`src/rtl/clk_div_phase_det.sv`:
```
// clk_div_phase_det: fast-domain phase recovery for a BUFGCE-divided clock.
// Locks on a stable divided period and strobes ce_o on each divided edge.
module clk_div_phase_det #(
    parameter int  DIV      = 2,
    parameter int  LOCK_CNT = 4,
    localparam int CW       = (DIV > 1) ? $clog2(DIV) : 1
) (
    input  logic          clk_i,
    input  logic          rstn_i,
    input  logic          div_tgl_i,
    output logic          ce_o,
    output logic [CW-1:0] phase_o,
    output logic          locked_o,
    output logic          err_o,
    output logic [7:0]    err_cnt_o
);

    typedef enum logic [1:0] {
        IDLE = 2'd0,
        ACQ  = 2'd1,
        LOCK = 2'd2
    } state_t;

    localparam logic [CW-1:0] CNT_MAX  = CW'(DIV - 1);
    localparam logic [3:0]    GOOD_TGT = 4'(LOCK_CNT);

    state_t        state_q;
    logic          tgl_q;
    logic [CW-1:0] cnt_q;
    logic [CW-1:0] cnt_d;
    logic [3:0]    good_q;
    logic [3:0]    good_inc;
    logic          ce_q;
    logic          locked_q;
    logic          err_q;
    logic [7:0]    err_cnt_q;

    logic          edge_det;
    logic          at_max;
    logic          match;
    logic          early;
    logic          miss;
    logic          enter_lock;
    logic          lose_lock;

    // Divided-edge detection and period classification against cnt_q
    always_comb begin
        edge_det = div_tgl_i ^ tgl_q;
        at_max   = (cnt_q == CNT_MAX);
        match    = edge_det && at_max;
        early    = edge_det && !at_max;
        miss     = !edge_det && at_max;
        good_inc = good_q + 4'd1;
        enter_lock = (state_q == ACQ) && match
                     && (good_inc == GOOD_TGT);
        lose_lock  = (state_q == LOCK) && (early || miss);
        if (edge_det) begin
            cnt_d = '0;
        end else if (at_max) begin
            cnt_d = cnt_q;
        end else begin
            cnt_d = cnt_q + CW'(1);
        end
    end

    // Toggle history and fast-cycle phase counter
    always_ff @(posedge clk_i or negedge rstn_i) begin
        if (!rstn_i) begin
            tgl_q <= 1'b0;
            cnt_q <= '0;
        end else begin
            tgl_q <= div_tgl_i;
            cnt_q <= cnt_d;
        end
    end

    // Lock FSM with registered strobe, lock and error outputs
    always_ff @(posedge clk_i or negedge rstn_i) begin
        if (!rstn_i) begin
            state_q   <= IDLE;
            good_q    <= 4'd0;
            ce_q      <= 1'b0;
            locked_q  <= 1'b0;
            err_q     <= 1'b0;
            err_cnt_q <= 8'd0;
        end else begin
            ce_q     <= match && ((state_q == LOCK) || enter_lock);
            locked_q <= enter_lock
                        || ((state_q == LOCK) && !lose_lock);
            err_q    <= lose_lock;
            if (lose_lock && (err_cnt_q != 8'hFF)) begin
                err_cnt_q <= err_cnt_q + 8'd1;
            end
            unique case (state_q)
                IDLE: begin
                    if (edge_det) begin
                        state_q <= ACQ;
                        good_q  <= 4'd0;
                    end
                end
                ACQ: begin
                    if (match) begin
                        good_q <= good_inc;
                        if (enter_lock) begin
                            state_q <= LOCK;
                        end
                    end else if (early) begin
                        good_q <= 4'd0;
                    end else if (miss) begin
                        state_q <= IDLE;
                        good_q  <= 4'd0;
                    end
                end
                LOCK: begin
                    if (early) begin
                        state_q <= ACQ;
                        good_q  <= 4'd0;
                    end else if (miss) begin
                        state_q <= IDLE;
                        good_q  <= 4'd0;
                    end
                end
                default: begin
                    state_q <= IDLE;
                    good_q  <= 4'd0;
                end
            endcase
        end
    end

    assign ce_o      = ce_q;
    assign locked_o  = locked_q;
    assign err_o     = err_q;
    assign err_cnt_o = err_cnt_q;
    assign phase_o   = locked_q ? cnt_q : '0;

endmodule
```
`config.mk`:
```
export PLATFORM = sky130hd
export DESIGN_NAME = clk_div_phase_det
export DESIGN_NICKNAME = d
export VERILOG_FILES = /design/src/rtl/clk_div_phase_det.sv
export SDC_FILE = /design/constraint.sdc
export NUM_CORES = 1
export LEC_CHECK = 0
export CELL_PAD_IN_SITES_DETAIL_PLACEMENT = 1
export CELL_PAD_IN_SITES_GLOBAL_PLACEMENT = 1
export CORE_AREA = 2 2 53 55
export DETAILED_ROUTE_END_ITERATION = 6
export DIE_AREA = 0 0 55 57
export PLACE_DENSITY = 0.78
export SLEW_MARGIN = 30
export SYNTH_ARGS = -nofsm -noshare
export SYNTH_HDL_FRONTEND = slang
export SYNTH_SLANG_ARGS = --single-unit
```
`constraint.sdc`:
```
create_clock -name clk_i -period 6.65 [get_ports clk_i]
set_clock_uncertainty 0.1 [all_clocks]
set_input_delay 0.665 -clock clk_i [delete_from_list [all_inputs] [get_ports clk_i]]
set_output_delay 0.665 -clock clk_i [all_outputs]
set_load 0.01 [all_outputs]
```
After elaboration in Yosys (flattened, before gate mapping)
Index checks and enable logic that the tools add are counted.
Widths: inputs -> output; s select.

cells by class
  $add $sub $neg = 3
  equality and inequality tests = 7
  muxes and demuxes = 15
  bitwise logic cells = 1
  reduce and logical (&&, ||, !) cells = 17

operators with widths
  cell                 number
  $mux 4               4
  $mux 2               6
  $pmux 4 s3           1
  $logic_and 1x1->1    9
  $add 8x1->8 const B  1
  $ne 8x8->1 const B   1
  $ne 3x3->1 const B   2
  $pmux 2 s3           1
  $add 4x1->4 const B  1
  $eq 4x3->1 const B   1
  $logic_not 1->1      3
  $logic_or 1x1->1     3
  $mux 1               3
  $reduce_and 3->1     1
  $eq 2x1->1 const B   1
  $eq 2x2->1 const B   1
  $logic_not 2->1      1
  $ne 2x2->1 const B   1
  $add 1x1->1 const B  1
  $xor 1x1->1          1

storage, ports and cells
  register bits after elaboration = 19
  input bits = 3
  output and inout bits = 12

Logic depth before layout (Yosys ltp)
Gate-level depths: netlist of the first run.

  depth in word-level cells = 8
  depth in mapped cells = 7

Worst setup path before layout of the first run
Ideal clock, no wire load.

  path type = in2reg
  from = input port div_tgl_i
  to = register state_q[0]
  data arrival time = 2.434 ns
  path slack = 3.989 ns
  cell stages on the path = 6
  cells stage by stage = xor2_1 -> ha_1 -> or3b_1 -> or4b_1 -> a31oi_2 -> mux2_1

between the ends
  cells in the longest elaborated chain, start to end = 7
  elaborated cells between the ends (all ways) = 16
  classes of those cells = eq/ne: 3; mux: 5; bitwise: 1; reduce/logical: 7

RTL lines
  item                    RTL line  text
  start: declaration      10        input logic div_tgl_i,
  $xor 1x1->1 (*)         48        edge_det = div_tgl_i ^ tgl_q;
  $logic_not 1->1         52        miss = !edge_det && at_max;
  $logic_and 1x1->1       52
  $mux 2 (2 in a row)     n/a
  $mux 2                  102       if (match) begin
  $pmux 2 s3              94        unique case (state_q)
  end signal: assignment  97        state_q <= ACQ;
  end signal: assignment  105       state_q <= LOCK;
  end signal: assignment  110       state_q <= IDLE;
  end: declaration        27        state_t state_q;

Mark *: on every way between the ends. The rest lies on a longest branch, timed or not. The select of a mux whose other input is x is not followed.
A chain may end at the register's enable or synchronous reset.

Worst setup path after layout of the first run
  from = input port div_tgl_i
  to = register state_q[1]

The elaborated chain is that of the path after synthesis.

==> results of run 1 <==
-- layout make-up --
type,count,area [µm²],area share
clock buffer,3,22.5,0.0174
clock inverter,1,5.00,0.00387
inverter,9,33.8,0.0261
multi-input combinational,77,583,0.451
sequential,19,475,0.368
tap,31,38.8,0.0300
timing repair buffer,14,135,0.104
-- critical path: stages --
cell             delay [ns]
clkdlybuf4s50_1        0.43
xor2_1                 0.21
ha_1                   0.27
or3b_1                 0.39
or4b_1                 0.49
a31oi_2                0.24
mux2_1                 0.36
-- synth_stat cells --
library cell	number
a21oi_1	5
nor3b_1	1
a211oi_1	1
o21ai_0	7
mux2_1	2
nand2_1	6
xnor2_1	5
nor2b_1	2
a2bb2oi_1	1
a22oi_1	1
a41oi_2	1
nand3_1	2
or3b_1	1
nand4_1	3
or4b_1	1
xor2_1	3
a21boi_1	1
and2_1	5
dfrtp_1	19
and3_1	3
inv_1	9
ha_1	11
mux2_2	1
a31oi_2	1
nor4b_1	2
and3b_2	1
nor2_1	4
a31oi_1	2
nand2b_1	3
a21o_1	1
-- worst paths after layout --
kind	start	endpoint	slack, ns
min in group clk_i	err_cnt_o[4]	err_cnt_o[4]	0.41
worst min-delay path	rstn_i	at_max	0.18
worst min register to register	err_cnt_o[4]	err_cnt_o[4]	0.41
worst max-delay path	div_tgl_i	state_q[1]	3.70
max in group asynchronous	rstn_i	good_q[1]	5.96
worst max register to register	tgl_q	state_q[1]	4.08
-- power by group through the flow --
stage / sequential [µW] / clock [µW] / combinational, µW
CTS: 160 / 63.3 / 149
global route: 164 / 68.8 / 163
finish: 160 / 60.9 / 146
detailed placement: 162 / 0 / 147
floorplan: 161 / 0 / 90.5
global placement: 160 / 0 / 139
-- stage by stage --
| step | hold WS (ns) | setup slack [ns] | util | instances | instance area, µm² |
|---|---|---|---|---|---|
| 2_1_floorplan | 0.269 | 3.99 | - | 105 | 1090 |
| 3_3_place_gp | 0.383 | 3.46 | 0.486 | 150 | 1270 |
| 3_5_place_dp | 0.400 | 3.36 | 0.486 | 150 | 1270 |
| 4_1_cts | 0.416 | 3.68 | 0.497 | 154 | 1300 |
| 5_1_grt | 0.198 | 3.63 | 0.495 | 154 | 1290 |
| 6_report | 0.184 | 3.70 | 0.495 | 154 | 1290 |
-- per-layer routing --
metal	part of all wire	wire, µm
met5	0	0
met4	0.017	40
met3	0.032	76
met2	0.53	1270
met1	0.42	996
-- registers in the layout (all words and copies together) (netlist names) --
| signal | flops |
|---|---|
| at_max | 1 |
| good_q | 4 |
| state_q | 2 |
| locked_o | 1 |
| err_o | 1 |
| tgl_q | 1 |
| err_cnt_o | 8 |
| ce_o | 1 |
-- kinds of logic (layout without fill, tap and decap cells) --
logic type | count (synthesis) | in the layout | synth area share
AO/OA/AOI/OAI | 21 | 21 | 0.128
XOR/XNOR | 8 | 8 | 0.0641
adder cells (fa/ha/maj) | 11 | 11 | 0.126
buffers and inverters | 9 | 27 | 0.0309
flip-flops | 19 | 19 | 0.435
multiplexers | 3 | 3 | 0.0309
AND/OR/NAND/NOR | 34 | 34 | 0.184
==> results.json, run 1 <==
{
  "grt_use_met3": 0.0236,
  "rsz0062_at_grt": "no",
  "postCtsHoldBufs": 0,
  "drv_slew": 0,
  "path_class": "in -> reg",
  "layout.nets": 138,
  "r2r_cells": 6,
  "vias": 834,
  "synth_top_area_frac": 0.435,
  "relSlewSlack": 0.597,
  "synthTopCellsByArea": "dfrtp_1, ha_1, xnor2_1, o21ai_0, inv_1",
  "setup_viol": 0,
  "drive_gt1_frac": 0.0732,
  "pwr-share-comb": 0.397,
  "yosysSeqAreaShare": 0.435,
  "fmax_mhz": 339,
  "avgSynthCellArea_um2": 10.4,
  "antenna_found_initial": 0,
  "mappedNetlistArea_um2": 1090,
  "crit_arrival_ns": 3.05,
  "ir_drop_uv": 172,
  "grt.busiest_layer": "met2",
  "antenna_left": 0,
  "layout_common_cells": "dfrtp_1, clkdlybuf4s50_1, ha_1, inv_1, o21ai_0",
  "start_util": 0.418,
  "yosys.area.top_type": "dfrtp_1",
  "status": "complete, no violations",
  "yosys_register_bits": 19,
  "yosysWarningCount": 0,
  "grt_max_degree": 20,
  "cts.repair.resized": 0,
  "syn_inst": 105,
  "syn_nets": 119,
  "tritoncts": "built",
  "overflow": 0,
  "clkTransAtPathRegs_ns": 0.12,
  "p_clk_frac": 0.166,
  "layout_commonest_cell": "dfrtp_1",
  "die_area_um2": 3140,
  "crit_path_end_kind": "flop",
  "htree_levels": 1,
  "ios": 15,
  "wire_per_inst_um": 15.5,
  "power_density_nw_per_um2": 283,
  "hold_viol": 0,
  "drc": 0,
  "power_frac_seq": 0.437,
  "p_sw_uw": 140,
  "io_buffer_count": 14,
  "use_met2": 0.313,
  "place_hpwl_um": 1830,
  "vias_per_cell": 5.42,
  "min_path_type": "in -> async",
  "drt-total-wl_um": 2380,
  "clockBufferDepth": 2,
  "timing.final.crit_share": 0.444,
  "root_buffer": "clkbuf_4",
  "coreArea_um2": 2620,
  "crit_fanout": 5,
  "required_ns": 6.75,
  "cap_violations": 0,
  "grt_util_met1": 0.199,
  "tightest_slew_ns": 0.601,
  "place.gp.congestion": 0.768,
  "cts_setup_buffers": 0,
  "grt_pass1_vias": 886,
  "yosysUniqueCellTypes": 30,
  "cts_made_buffers": 3,
  "clk_latency_ns": 0.30,
  "p_int_uw": 226,
  "grt_pass1_wl_um": 3960,
  "crit_path_start_kind": "input port",
  "tns_ns": 0,
  "die_y_um": 57,
  "areaGrowthSynthToFinish_pct": 18.4,
  "p_sw_frac": 0.383,
  "track_usage": 0.173,
  "fin_crit_ns": 2.95,
  "antenna_cells": 0,
  "p_leak_uw": 0.000603,
  "die_w_um": 55,
  "rows": 19,
  "drt_iter0_drc": 3,
  "clock-sinks": 19,
  "finalPower_uw": 367,
  "drt_pass1_iterations": 4,
  "fillers": 300
}
(Power assumes the default switching activity.)
==> run 2: changes to the inputs <==
--- a/config.mk
+++ b/config.mk
@@ -7,10 +7,10 @@
 export LEC_CHECK = 0
 export CELL_PAD_IN_SITES_DETAIL_PLACEMENT = 1
 export CELL_PAD_IN_SITES_GLOBAL_PLACEMENT = 1
-export CORE_AREA = 2 2 53 55
+export CORE_AREA = 2 2 58 60
 export DETAILED_ROUTE_END_ITERATION = 6
-export DIE_AREA = 0 0 55 57
-export PLACE_DENSITY = 0.78
+export DIE_AREA = 0 0 60 62
+export PLACE_DENSITY = 0.68
 export SLEW_MARGIN = 30
 export SYNTH_ARGS = -nofsm -noshare
 export SYNTH_HDL_FRONTEND = slang
==> constraint.sdc (replaced) <==
create_clock -name clk_i -period 2.4 [get_ports clk_i]
set_clock_uncertainty 0.1 [all_clocks]
set_input_delay 0.24 -clock clk_i [delete_from_list [all_inputs] [get_ports clk_i]]
set_output_delay 0.24 -clock clk_i [all_outputs]
set_load 0.01 [all_outputs]
==> results.json, run 2 (synthesis results as in run 1) <==
{
  "status": "complete, no violations",
  "drc": 0,
  "rsz0062_at_grt": "yes",
  "min_path_type": "in -> reg",
  "overflow": 0,
  "htree_levels": 1,
  "vias": 847,
  "antenna_cells": 0,
  "drv_slew": 0,
  "crit_cells": 6,
  "slowest_stage": "or4b_4",
  "p_clk_frac": 0.162,
  "track_usage": 0.141,
  "p_sw_uw": 408,
  "clockBufferDepth": 2,
  "grt_pass1_wl_um": 3870,
  "ios": 15,
  "relSlewSlack": 0.704,
  "required_ns": 2.50,
  "power_frac_seq": 0.409,
  "layout_common_cells": "dfrtp_1, clkdlybuf4s50_1, ha_1, inv_1, buf_4",
  "drive_gt1_frac": 0.174,
  "crit_arrival_ns": 2.49,
  "crit_path_start_kind": "flop",
  "setup_viol": 0,
  "crit_path_end_kind": "flop",
  "fin_util": 0.447,
  "ir_drop_uv": 255,
  "drt_pass1_iterations": 3,
  "clock-sinks": 19,
  "reg2reg_from": "tgl_q",
  "drt_iter0_drc": 33,
  "die_w_um": 60,
  "p_int_uw": 677,
  "hold-worst-slack_ns": 0.0420,
  "worstHoldPathCells": 1,
  "coreArea_um2": 3180,
  "grt_pass1_vias": 799,
  "place.gp.congestion": 0.738,
  "die_y_um": 62,
  "timing.final.crit_share": 0.995,
  "antenna_left": 0,
  "place_hpwl_um": 1870,
  "antenna_found_initial": 0,
  "layout_commonest_cell": "dfrtp_1",
  "path_class": "reg -> reg",
  "hold_viol": 0,
  "fmax_mhz": 419,
  "fin_crit_ns": 2.39,
  "drt-total-wl_um": 2470,
  "dpl_cell_area_um2": 1360,
  "clkTransAtPathRegs_ns": 0.12,
  "largest_reg_flops": 8,
  "clk_latency_ns": 0.30,
  "cap_violations": 0,
  "r2r_cells": 6,
  "cts_setup_buffers": 0,
  "grt_max_degree": 20,
  "tritoncts": "built",
  "root_buffer": "clkbuf_4",
  "tightest_slew_ns": 0.442,
  "worstHoldStart": "div_tgl_i",
  "rows": 21,
  "max_stage_delay_ns": 0.51,
  "cts_made_buffers": 3,
  "crit_fanout": 2,
  "areaGrowthSynthToFinish_pct": 30.2,
  "path_cells": "xor2_2 -> ha_2 -> or3b_4 -> or4b_4 -> a31oi_4 -> mux2_4",
  "io_buffer_count": 14,
  "vias_per_cell": 4.76,
  "crit_family": "simple AND/OR/NAND/NOR gates",
  "start_util": 0.344,
  "pwr-share-comb": 0.429,
  "p_leak_uw": 0.000667,
  "path_buf_inv": 0,
  "layout.nets": 147,
  "p_sw_frac": 0.376,
  "power_density_nw_per_um2": 763,
  "worstSetupStartpoint": "tgl_q",
  "die_area_um2": 3720,
  "fin_area_um2": 1420,
  "wire_per_inst_um": 13.9
}
-- run 2: path summary, 6_finish.rpt --
path / endpoint / slack, ns
max in group asynchronous: good_q[1] / 1.83
min: tgl_q / 0.04
max reg2reg: state_q[1] / 0.01
min reg2reg: err_cnt_o[4] / 0.39
min in group asynchronous: err_cnt_o[3] / 0.16
max: state_q[1] / 0.01
-- run 2: power by group through the flow --
stage	clock network, µW	logic (µW)	registers [µW]
global placement	0	409	445
finish	176	466	444
detailed placement	0	428	449
global route	200	506	455
CTS	183	469	445
floorplan	0	251	447
-- run 2: final cells by class --
cell class | instances | area [µm²]
clock buffer | 3 | 22.5
clock inverter | 1 | 7.51
fill | 346 | 1760
inverter | 9 | 33.8
multi-input combinational | 77 | 616
sequential | 19 | 475
tap | 46 | 57.6
timing repair buffer | 23 | 210
-- run 2: worst register-to-register path, cell delays in order (launching register included) --
cell	delay [ns]
dfrtp_1	0.42
xor2_2	0.16
ha_2	0.20
or3b_4	0.37
or4b_4	0.51
a31oi_4	0.21
mux2_4	0.32
-- run 2: per-layer routing --
layer  track usage  up-vias  wire length (µm)
met2         0.239       12              1180
met1         0.187      413              1220
li1              -      420                 -
met3        0.0248        2                58
met4        0.0381        0                21
met5             0        -                 0
-- run 2: what timing repair did --
item                                    CTS  global route
hold buffers                              0             0
resized for setup                         5             3
pin swaps                                 4             4
endpoints found under the setup margin    2             2
gates cloned                              0             0
-- run 2: metrics by stage --
step | power, µW | std cells | setup WS [ns] | setup TNS (ns)
3_3_place_gp | 855 | 174 | -0.276 | -0.574
5_1_grt | 1160 | 178 | -0.0447 | -0.0851
2_1_floorplan | 698 | 105 | 0.0278 | 0
4_1_cts | 1100 | 178 | -0.0142 | -0.0262
6_report | 1090 | 178 | 0.0111 | 0
3_5_place_dp | 877 | 174 | -0.369 | -0.888
==> run 3: changes to the inputs <==
--- a/config.mk
+++ b/config.mk
@@ -7,11 +7,11 @@
 export LEC_CHECK = 0
 export CELL_PAD_IN_SITES_DETAIL_PLACEMENT = 1
 export CELL_PAD_IN_SITES_GLOBAL_PLACEMENT = 1
-export CORE_AREA = 2 2 58 60
+export CORE_AREA = 2 2 52 66
 export DETAILED_ROUTE_END_ITERATION = 6
-export DIE_AREA = 0 0 60 62
-export PLACE_DENSITY = 0.68
-export SLEW_MARGIN = 30
+export DIE_AREA = 0 0 54 68
+export PLACE_DENSITY = 0.69
+export SLEW_MARGIN = 20
 export SYNTH_ARGS = -nofsm -noshare
 export SYNTH_HDL_FRONTEND = slang
 export SYNTH_SLANG_ARGS = --single-unit
==> results.json, run 3 (synthesis results as in run 1) <==
{
  "status": "complete, no violations",
  "root_buffer": "clkbuf_8",
  "antenna_cells": 0,
  "tritoncts": "built",
  "p_leak_uw": 0.000683,
  "p_clk_frac": 0.190,
  "layout_common_cells": "dfrtp_1, clkdlybuf4s50_1, buf_4, ha_1, inv_1",
  "r2r_setup_slack_ns": 0.08,
  "antenna_found_initial": 0,
  "overflow": 0,
  "fin_area_um2": 1440,
  "drc": 0,
  "drt_iter0_drc": 16,
  "crit_arrival_ns": 2.37,
  "vias": 910,
  "fmax_mhz": 430,
  "p_int_uw": 757,
  "largest_reg_flops": 8,
  "fin_util": 0.464,
  "pwr-share-comb": 0.434,
  "timing.final.crit_share": 0.969,
  "rows": 23,
  "path_class": "reg -> reg",
  "start_util": 0.351,
  "p_sw_uw": 422,
  "rsz0062_at_grt": "no",
  "io_buffer_count": 14,
  "cap_violations": 0,
  "required_ns": 2.44,
  "wire_per_inst_um": 15.9,
  "vias_per_cell": 5.26,
  "dpl_cell_area_um2": 1370,
  "place_hpwl_um": 2050,
  "power_density_nw_per_um2": 817,
  "crit_fanout": 2,
  "worstHoldEndpoint": "tgl_q",
  "die_y_um": 68,
  "place.gp.congestion": 0.759,
  "p_sw_frac": 0.358,
  "clkTransAtPathRegs_ns": 0.07,
  "grt_pass1_wl_um": 4590,
  "layout_commonest_cell": "dfrtp_1",
  "min_path_type": "in -> reg",
  "worstHoldStart": "div_tgl_i",
  "relSlewSlack": 0.793,
  "power_frac_seq": 0.376,
  "grt_pass1_vias": 1006,
  "reg2reg_from": "tgl_q",
  "setup_viol": 0,
  "worstHoldPathCells": 1,
  "antenna_left": 0,
  "ir_drop_uv": 328,
  "track_usage": 0.173,
  "hold_viol": 0,
  "htree_levels": 1,
  "crit_path_end_kind": "flop",
  "r2r_end": "state_q[0]",
  "clockBufferDepth": 2,
  "drv_slew": 0,
  "drive_gt1_frac": 0.176,
  "postCtsHoldBufs": 0,
  "ios": 15,
  "layout.nets": 151,
  "coreArea_um2": 3110,
  "grt_max_degree": 20,
  "clk_latency_ns": 0.26,
  "clock-sinks": 19,
  "drt-total-wl_um": 2750,
  "die_area_um2": 3670,
  "fin_crit_ns": 2.32,
  "die_w_um": 54,
  "r2r_cells": 6,
  "cts_made_buffers": 3,
  "worstSetupStartpoint": "tgl_q",
  "tightest_slew_ns": 0.306,
  "crit_path_start_kind": "flop",
  "drt_pass1_iterations": 4,
  "areaGrowthSynthToFinish_pct": 32.1
}
run 3: how the worst max path moves through the flow:
stage,end,slack [ns]
6_report,state_q[0],0.08
4_1_cts,state_q[1],0.0007
5_1_grt,state_q[0],0.008
2_1_floorplan,state_q[0],0.03
3_5_place_dp,state_q[1],-0.36
3_3_place_gp,state_q[0],-0.29
run 3: metal layers:
metal / track usage / up-vias / part of all wire
li1: - / 428 / -
met1: 0.193 / 462 / 0.41
met2: 0.308 / 14 / 0.54
met3: 0.0240 / 6 / 0.025
met4: 0.0938 / 0 / 0.019
met5: 0 / - / 0
run 3: cell type report:
class | count | area [µm²]
Multi-Input combinational cell | 77 | 606
Clock buffer | 4 | 45.0
Sequential cell | 19 | 475
Fill cell | 365 | 1670
Tap cell | 37 | 46.3
Inverter | 9 | 33.8
Timing Repair Buffer | 27 | 236
run 3: repair_timing:
action,4_1_cts,5_1_grt
setup buffers,0,1
gates resized for setup,6,0
hold endpoints to repair,0,0
pin swaps,1,3
endpoints found under the setup margin,2,2
run 3: power groups by stage:
stage / registers [µW] / clock network (µW) / logic [µW]
after global placement: 441 / 0 / 444
final: 443 / 224 / 512
after floorplan: 447 / 0 / 251
after CTS: 442 / 232 / 515
after global routing: 452 / 252 / 568
after detailed placement: 447 / 0 / 473
run 3: worst max-delay path, stage by stage, from the launching register on:
cell	delay [ns]
dfrtp_1	0.38
xor2_1	0.18
ha_2	0.19
or3b_1	0.35
or4b_4	0.50
a31oi_4	0.21
mux2_4	0.32
run 3: metrics by stage:
step	power (µW)	TNS (ns)	hold slack [ns]	setup slack [ns]	cells
after global placement	886	-0.585	0.385	-0.291	168
after CTS	1190	0	0.184	0.000657	172
after detailed placement	920	-0.808	0.399	-0.357	168
final	1180	0	0.178	0.0753	173
after floorplan	698	0	-0.156	0.0278	105
after global routing	1270	0	0.176	0.00835	173
